==> src/rtl/riscv_biu_bridge_pkg.sv <==
// Shared BIU constants: transfer size, burst type and protection encodings
// used by every master that talks to the bus interface unit.
package riscv_biu_bridge_pkg;

    typedef enum logic [1:0] {
        BIU_BYTE  = 2'd0,
        BIU_HWORD = 2'd1,
        BIU_WORD  = 2'd2,
        BIU_DWORD = 2'd3
    } biu_size_t;

    typedef enum logic [1:0] {
        BIU_SINGLE = 2'd0,
        BIU_INCR   = 2'd1,
        BIU_WRAP4  = 2'd2,
        BIU_INCR4  = 2'd3
    } biu_type_t;

    // bit0 = privileged, bit1 = non-secure, bit2 = instruction fetch
    typedef logic [2:0] biu_prot_t;

    localparam biu_prot_t BIU_PROT_DEFAULT = 3'b000;

endpackage

==> src/rtl/riscv_biu_bridge.sv <==
// Bridge between the write-buffer memory port and the pipelined BIU.
// A single command register absorbs address phases the BIU stalls or that
// are blocked because DEPTH data phases are already outstanding; otherwise
// commands pass straight through in the same cycle.
module riscv_biu_bridge
    import riscv_biu_bridge_pkg::*;
#(
    parameter int XLEN  = 32,
    parameter int DEPTH = 2
) (
    input  logic            clk_i,
    input  logic            rst_ni,

    input  logic            mem_req_i,
    input  logic [XLEN-1:0] mem_adr_i,
    input  logic [XLEN-1:0] mem_d_i,
    input  biu_size_t       mem_size_i,
    input  biu_type_t       mem_type_i,
    input  biu_prot_t       mem_prot_i,
    input  logic            mem_lock_i,
    input  logic            mem_we_i,
    output logic [XLEN-1:0] mem_q_o,
    output logic            mem_ack_o,
    output logic            mem_err_o,

    output logic            biu_stb_o,
    input  logic            biu_stb_ack_i,
    input  logic            biu_d_ack_i,
    input  logic            biu_err_i,
    output logic [XLEN-1:0] biu_adr_o,
    output logic [XLEN-1:0] biu_d_o,
    output biu_size_t       biu_size_o,
    output biu_type_t       biu_type_o,
    output biu_prot_t       biu_prot_o,
    output logic            biu_lock_o,
    output logic            biu_we_o,
    input  logic [XLEN-1:0] biu_q_i
);

    localparam int            CW     = $clog2(DEPTH + 1);
    localparam logic [CW-1:0] DepthC = CW'(DEPTH);

    typedef struct packed {
        logic [XLEN-1:0] adr;
        logic [XLEN-1:0] d;
        biu_size_t       size;
        biu_type_t       typ;
        biu_prot_t       prot;
        logic            lock;
        logic            we;
    } cmd_t;

    // Observation-only view; derived from cmd_valid and cnt, never stored
    typedef enum logic [1:0] {
        ST_IDLE,
        ST_ISSUE,
        ST_WAIT
    } state_view_t;

    cmd_t          cmd_q, cmd_d, cmd_in, cmd_out;
    logic          cmd_valid_q, cmd_valid_d;
    logic [CW-1:0] cnt_q, cnt_d;
    logic          lock_hold_q, lock_hold_d;
    logic          busy, stb, accept, done;
    state_view_t   state;

    // Bundle the incoming command and choose between registered and live copy
    always_comb begin
        cmd_in = '{adr: mem_adr_i, d: mem_d_i, size: mem_size_i, typ: mem_type_i,
                   prot: mem_prot_i, lock: mem_lock_i, we: mem_we_i};
        cmd_out = cmd_valid_q ? cmd_q : cmd_in;
    end

    // Handshake qualifiers; the strobe is forced low while reset is held
    always_comb begin
        busy   = (cnt_q != '0);
        stb    = rst_ni & (cmd_valid_q | mem_req_i) & (cnt_q < DepthC);
        accept = stb & biu_stb_ack_i;
        done   = (biu_d_ack_i | biu_err_i) & busy;
    end

    // Next-state: hold un-accepted commands, track outstanding data phases
    always_comb begin
        cmd_valid_d = cmd_valid_q;
        cmd_d       = cmd_q;
        lock_hold_d = lock_hold_q;
        if (cmd_valid_q) begin
            if (accept) begin
                cmd_valid_d = mem_req_i;
                if (mem_req_i) begin
                    cmd_d = cmd_in;
                end
            end
        end else if (mem_req_i && !accept) begin
            cmd_valid_d = 1'b1;
            cmd_d       = cmd_in;
        end
        if (accept) begin
            lock_hold_d = cmd_out.lock;
        end
        cnt_d = cnt_q + CW'(accept) - CW'(done);
    end

    // State registers, cleared asynchronously so in-flight phases are dropped
    always_ff @(posedge clk_i or negedge rst_ni) begin
        if (!rst_ni) begin
            cmd_valid_q <= 1'b0;
            cmd_q       <= '0;
            cnt_q       <= '0;
            lock_hold_q <= 1'b0;
        end else begin
            cmd_valid_q <= cmd_valid_d;
            cmd_q       <= cmd_d;
            cnt_q       <= cnt_d;
            lock_hold_q <= lock_hold_d;
        end
    end

    // Decode the IDLE / ISSUE / WAIT view from the existing registers
    always_comb begin
        if (cmd_valid_q) begin
            state = ST_ISSUE;
        end else if (busy) begin
            state = ST_WAIT;
        end else begin
            state = ST_IDLE;
        end
    end

    // A new request while one is still waiting for its strobe would be lost
    assert property (@(posedge clk_i) disable iff (!rst_ni)
        !(state == ST_ISSUE && mem_req_i && !accept));

    assign biu_stb_o  = stb;
    assign biu_adr_o  = cmd_out.adr;
    assign biu_d_o    = cmd_out.d;
    assign biu_size_o = cmd_out.size;
    assign biu_type_o = cmd_out.typ;
    assign biu_prot_o = cmd_out.prot;
    assign biu_we_o   = cmd_out.we;
    assign biu_lock_o = rst_ni & (cmd_out.lock | (lock_hold_q & busy));

    assign mem_ack_o  = done;
    assign mem_err_o  = biu_err_i & busy;
    assign mem_q_o    = biu_q_i;

endmodule

==> config.mk <==
export PLATFORM = sky130hd
export DESIGN_NAME = riscv_biu_bridge
export DESIGN_NICKNAME = d
export VERILOG_FILES = /design/src/rtl/riscv_biu_bridge_pkg.sv /design/src/rtl/riscv_biu_bridge.sv
export SDC_FILE = /design/constraint.sdc
export NUM_CORES = 1
export LEC_CHECK = 0
export ABC_AREA = 1
export CAP_MARGIN = 10
export CORE_MARGIN = 10
export CORE_UTILIZATION = 44
export DETAILED_ROUTE_END_ITERATION = 10
export GPL_ROUTABILITY_DRIVEN = 0
export GPL_TIMING_DRIVEN = 0
export PLACE_DENSITY_LB_ADDON = 0.3
export SLEW_MARGIN = 15
export SYNTH_ARGS = -nofsm -noshare
export SYNTH_HDL_FRONTEND = slang
export SYNTH_SLANG_ARGS = --single-unit
==> constraint.sdc <==
create_clock -name clk_i -period 1.9 [get_ports clk_i]
set_input_delay 0.38 -clock clk_i [delete_from_list [all_inputs] [get_ports clk_i]]
set_output_delay 0.38 -clock clk_i [all_outputs]
set_load 0.03 [all_outputs]
# Word level (Yosys, flattened, before mapping)
# Cells that the tools add are included.
[classes]
add_sub_neg = 2
order_cmp = 1
eq_ne = 2
mux = 8
n_bitwise = 10
n_reduce_logical = 5
[ops]
columns = ["operator", "n"]
rows = [
  ["$mux W73", 5],
  ["$and A1 B1 Y1", 7],
  ["$reduce_bool A2 Y1", 2],
  ["$mux W1", 3],
  ["$or A1 B1 Y1", 3],
  ["$reduce_and A3 Y1", 1],
  ["$add A2 B1 Y2", 1],
  ["$lt A2 B2 Y1 const B", 1],
  ["$ne A2 B1 Y1 const B", 1],
  ["$ne A2 B2 Y1 const B", 1],
  ["$sub A2 B1 Y2", 1],
  ["$logic_and A1 B1 Y1", 1],
  ["$logic_not A1 Y1", 1],
]
[word_totals]
regBits = 77
inputBits = 111
out_inout_bits = 108
wordCells = 38

# Longest topological paths before layout
[depth]
depth_word = 8
mapped_depth = 8
mapped_depth_nobuf = 7

# Least setup slack after synthesis
# Ideal clock, no wire load.
[synth_path]
path_kind = "register -> output"
startpoint = "register cmd_valid_q"
endpoint = "output biu_lock_o"
arrival_ns = 1.365
required_ns = 1.520
path_slack_ns = 0.155
stages_incl_launch_ff = 7
n_path_buf = 1
cell_sequence = "dfrtp_1 -> inv_2 -> clkbuf_1 -> nand2_1 -> nand2_1 -> inv_1 -> a21oi_1"
[synth_between]
elab_chain_len = 3
[synth_rtl]
columns = ["item", "line", "text"]
rows = [
  ["start, declared", "riscv_biu_bridge.sv:61", "logic cmd_valid_q, cmd_valid_d;"],
  ["start signal, assigned", "riscv_biu_bridge.sv:112", "cmd_valid_q <= cmd_valid_d;"],
  ["$mux W73", "riscv_biu_bridge.sv:71", "cmd_out = cmd_valid_q ? cmd_q : cmd_in;"],
  ["$or A1 B1 Y1", "riscv_biu_bridge.sv:141", "assign biu_lock_o = rst_ni & (cmd_out.lock | (lock_hold_q & busy));"],
  ["$and A1 B1 Y1", "riscv_biu_bridge.sv:141", ""],
  ["end, declared", "riscv_biu_bridge.sv:35", "output logic biu_lock_o,"],
]
# Every way passes these cells.

==> flow_metrics.env <==
export IMPL_cp_data_required_time_ns=1.52
export IMPL_drc=0
export IMPL_crit_type="reg2out"
export IMPL_synth_seq_cells=77
export IMPL_drt_iter0_drc=261
export IMPL_min_path_type="in2async"
export IMPL_netlist_area_leader_share_pct=37.12
export IMPL_synth_area_um2=5191
export IMPL_cts_tree="done"
export IMPL_status="complete, but fails checks"
export IMPL_min_period_ns=1.978
export IMPL_vias_per_cell=4.663
export IMPL_fmax_mhz=505.6
export IMPL_met3WireLength_um=1513
export IMPL_clkSlewWorstSetupHoldPaths_ns=0.06
export IMPL_syn2layout_area_growth_pct=52.69
export IMPL_cp_start_kind="flop"
export IMPL_wirelength_um=15790
export IMPL_utilization_pct=69.12
export IMPL_period_share_pct=104.1
export IMPL_peakVddDrop_v=0.0009875
export IMPL_core_um2=11470
export IMPL_portBuffers=186
export IMPL_fin_nets=995
export IMPL_m1WireLength_um=6228
export IMPL_die_h_um=128.6
export IMPL_p_leak_nw=4.132
export IMPL_antenna_cells=0
export IMPL_power_density_nw_per_um2=1519
export IMPL_h_tree_depth=3
export IMPL_end_kind="primary output"
export IMPL_ctsLongestPathBuffers=2
export IMPL_finalSetupViolations=41
export IMPL_cts_sinks=77
export IMPL_stdcell_count=1029
export IMPL_violations="hold timing, setup timing"
export IMPL_die_area_um2=16540
export IMPL_vias=4798
export IMPL_clk_latency_ns=0.33
export IMPL_topRoutingLayerUsed="met4"
export IMPL_synth_cell_types=23
export IMPL_maxSlewViolCount=0
export IMPL_dieWidth_um=128.6
export IMPL_grt_first_pass_wirelength_um=24650
export IMPL_seq_area_frac_synth_pct=37.12
export IMPL_initial_core_util_pct=45.27
export IMPL_fin_skew_ns=0.009012
export IMPL_cap_violations=0
export IMPL_hold_slack_ns=-0.002758
export IMPL_crit_path_max_fanout=5
export IMPL_wl_met2_um=7847
export IMPL_p_total_w=0.01204
export IMPL_tightest_slew_ns=0.3358
export IMPL_antenna_found_initial=0
export IMPL_dp_cells=1016
export IMPL_grt_pass1_vias=4827
export IMPL_regToRegStartpoint="cmd_valid_q"
export IMPL_dpl_hpwl_um=11370
export IMPL_rsz0062_at_grt="yes"
export IMPL_worstSetupStartpoint="cmd_valid_q"
export IMPL_synth_largest_area_cell="dfrtp_1"
export IMPL_drive_gt1_share_pct=35.89
export IMPL_cts_root_buffer="clkbuf_16"
export IMPL_setup_ws_ns=-0.07784
export IMPL_final_hold_viol_count=2
export IMPL_synthTopCellsByArea="dfrtp_1, nand2_1, buf_4"
export IMPL_crit_arrival_ns=1.60
export IMPL_finalSetupTns_ns=-0.8266
export IMPL_netlist_instances=686
export IMPL_grt_usage_pct=18.14
export IMPL_detail_route_antenna_nets=0
export IMPL_cts_buffers=9
export IMPL_io_pins=219
export IMPL_rows=39
export IMPL_wl_per_cell_um=15.34
export IMPL_syn_nets=799
export IMPL_grt_ovfl_total=0
export IMPL_grt_max_degree=41
export IMPL_dr_pass1_iters=4
export IMPL_max_slew_margin_rel_pct=77.54
export IMPL_postSynthAreaPerCell_um2=7.567
export IMPL_yosys_warnings=0
flip-flops by register name, indices dropped and copies added, names as in the netlist:
| register | cells |
|---|---|
| cmd_valid_q | 1 |
| cmd_q | 73 |
| lock_hold_q | 1 |
| cnt_q | 2 |
report_power, final:
group          switching [W]  internal [W]  total [W]
clock network       0.000654       0.00128    0.00193
logic                0.00394       0.00335    0.00729
registers           0.000416       0.00241    0.00282
routing by layer:
layer	vias to the layer above	global-route usage, %
li1	2407	-
met1	2216	21.54
met2	159	30.51
met3	16	6.776
met4	0	4.322
met5	-	0
critical path, cell delays in order (launching register included):
cell,delay (ns)
dfrtp_2,0.44
inv_4,0.12
clkbuf_16,0.18
buf_8,0.12
buf_6,0.09
nand2_2,0.04
nand2_2,0.06
buf_4,0.10
buf_6,0.12
Yosys cell counts:
cell type	instances
nand2_1	368
buf_4	110
dfrtp_1	77
nand3_2	50
nand3_1	23
buf_2	16
buf_6	8
buf_8	6
inv_1	6
nor2_1	5
clkbuf_1	2
ha_1	2
nand3_4	2
xnor2_1	2
a21oi_1	1
a31oi_1	1
inv_2	1
nand2_2	1
nand2_4	1
nand4_1	1
nor2_2	1
o21ai_0	1
o21ai_1	1
metrics by stage:
step	instance area (µm²)	worst slack, ns
6_report	7926	-0.07784
5_1_grt	7926	-0.1444
4_1_cts	7884	-0.08730
3_5_place_dp	7249	-0.8019
3_3_place_gp	7232	-3.320
2_1_floorplan	5191	0.1547
layout make-up:
| cell class | instances | area, µm² |
|---|---|---|
| buffer | 118 | 1046 |
| multi-input combinational | 460 | 2235 |
| fill | 969 | 3541 |
| clock buffer | 11 | 232.7 |
| clock inverter | 4 | 97.59 |
| sequential | 77 | 1928 |
| tap | 143 | 178.9 |
| inverter | 7 | 28.78 |
| timing repair buffer | 209 | 2180 |
cell families (layout without fill, tap and decap cells):
group                      count (synthesis)  after routing  share of synthesized area (%)
adders and majority gates                  2              2                         0.4820
xor gates and xnor gates                   2              2                         0.3375
DFF                                       77             77                          37.12
and+or+nand+nor                          452            452                          40.08
AOI/OAI and AO/OA                          4              4                         0.4095
buffers and inverters                    149            349                          21.57
what timing repair did:
action	4_1_cts	5_1_grt
gates cloned	2	4
hold buffers	1	0
pin swaps	1	14
setup buffers	14	1
hold endpoints to repair	38	0
endpoints found under the setup margin	76	73
gates resized for setup	540	43
cells in the final DEF, fill, tap and decap left out, drive strengths merged:
master / count
clkbuf: 16
a31oi: 1
dfrtp: 77
dlygate4sd2: 2
nor2: 6
bufinv: 3
clkinvlp: 1
nand2: 370
clkdlybuf4s50: 109
nand4: 1
a21oi: 1
o21ai: 2
inv: 7
nand3: 75
xnor2: 2
ha: 2
buf: 211
path summary, 6_finish.rpt:
| check | to | slack, ns | cells past startpoint |
|---|---|---|---|
| worst max-delay path | biu_adr_o[25] | -0.08 | 8 |
| worst min-delay path | cnt_q[0] | -0.003 | 2 |
| worst max register to register | cmd_q[61] | 0.19 | 10 |
| worst min register to register | cmd_q[35] | 0.47 | 2 |
| max in group asynchronous | cmd_q[41] | 1.67 | 2 |
| min in group clk_i | cmd_q[35] | 0.47 | 2 |
Note: power is estimated with default switching activity, not from simulation.
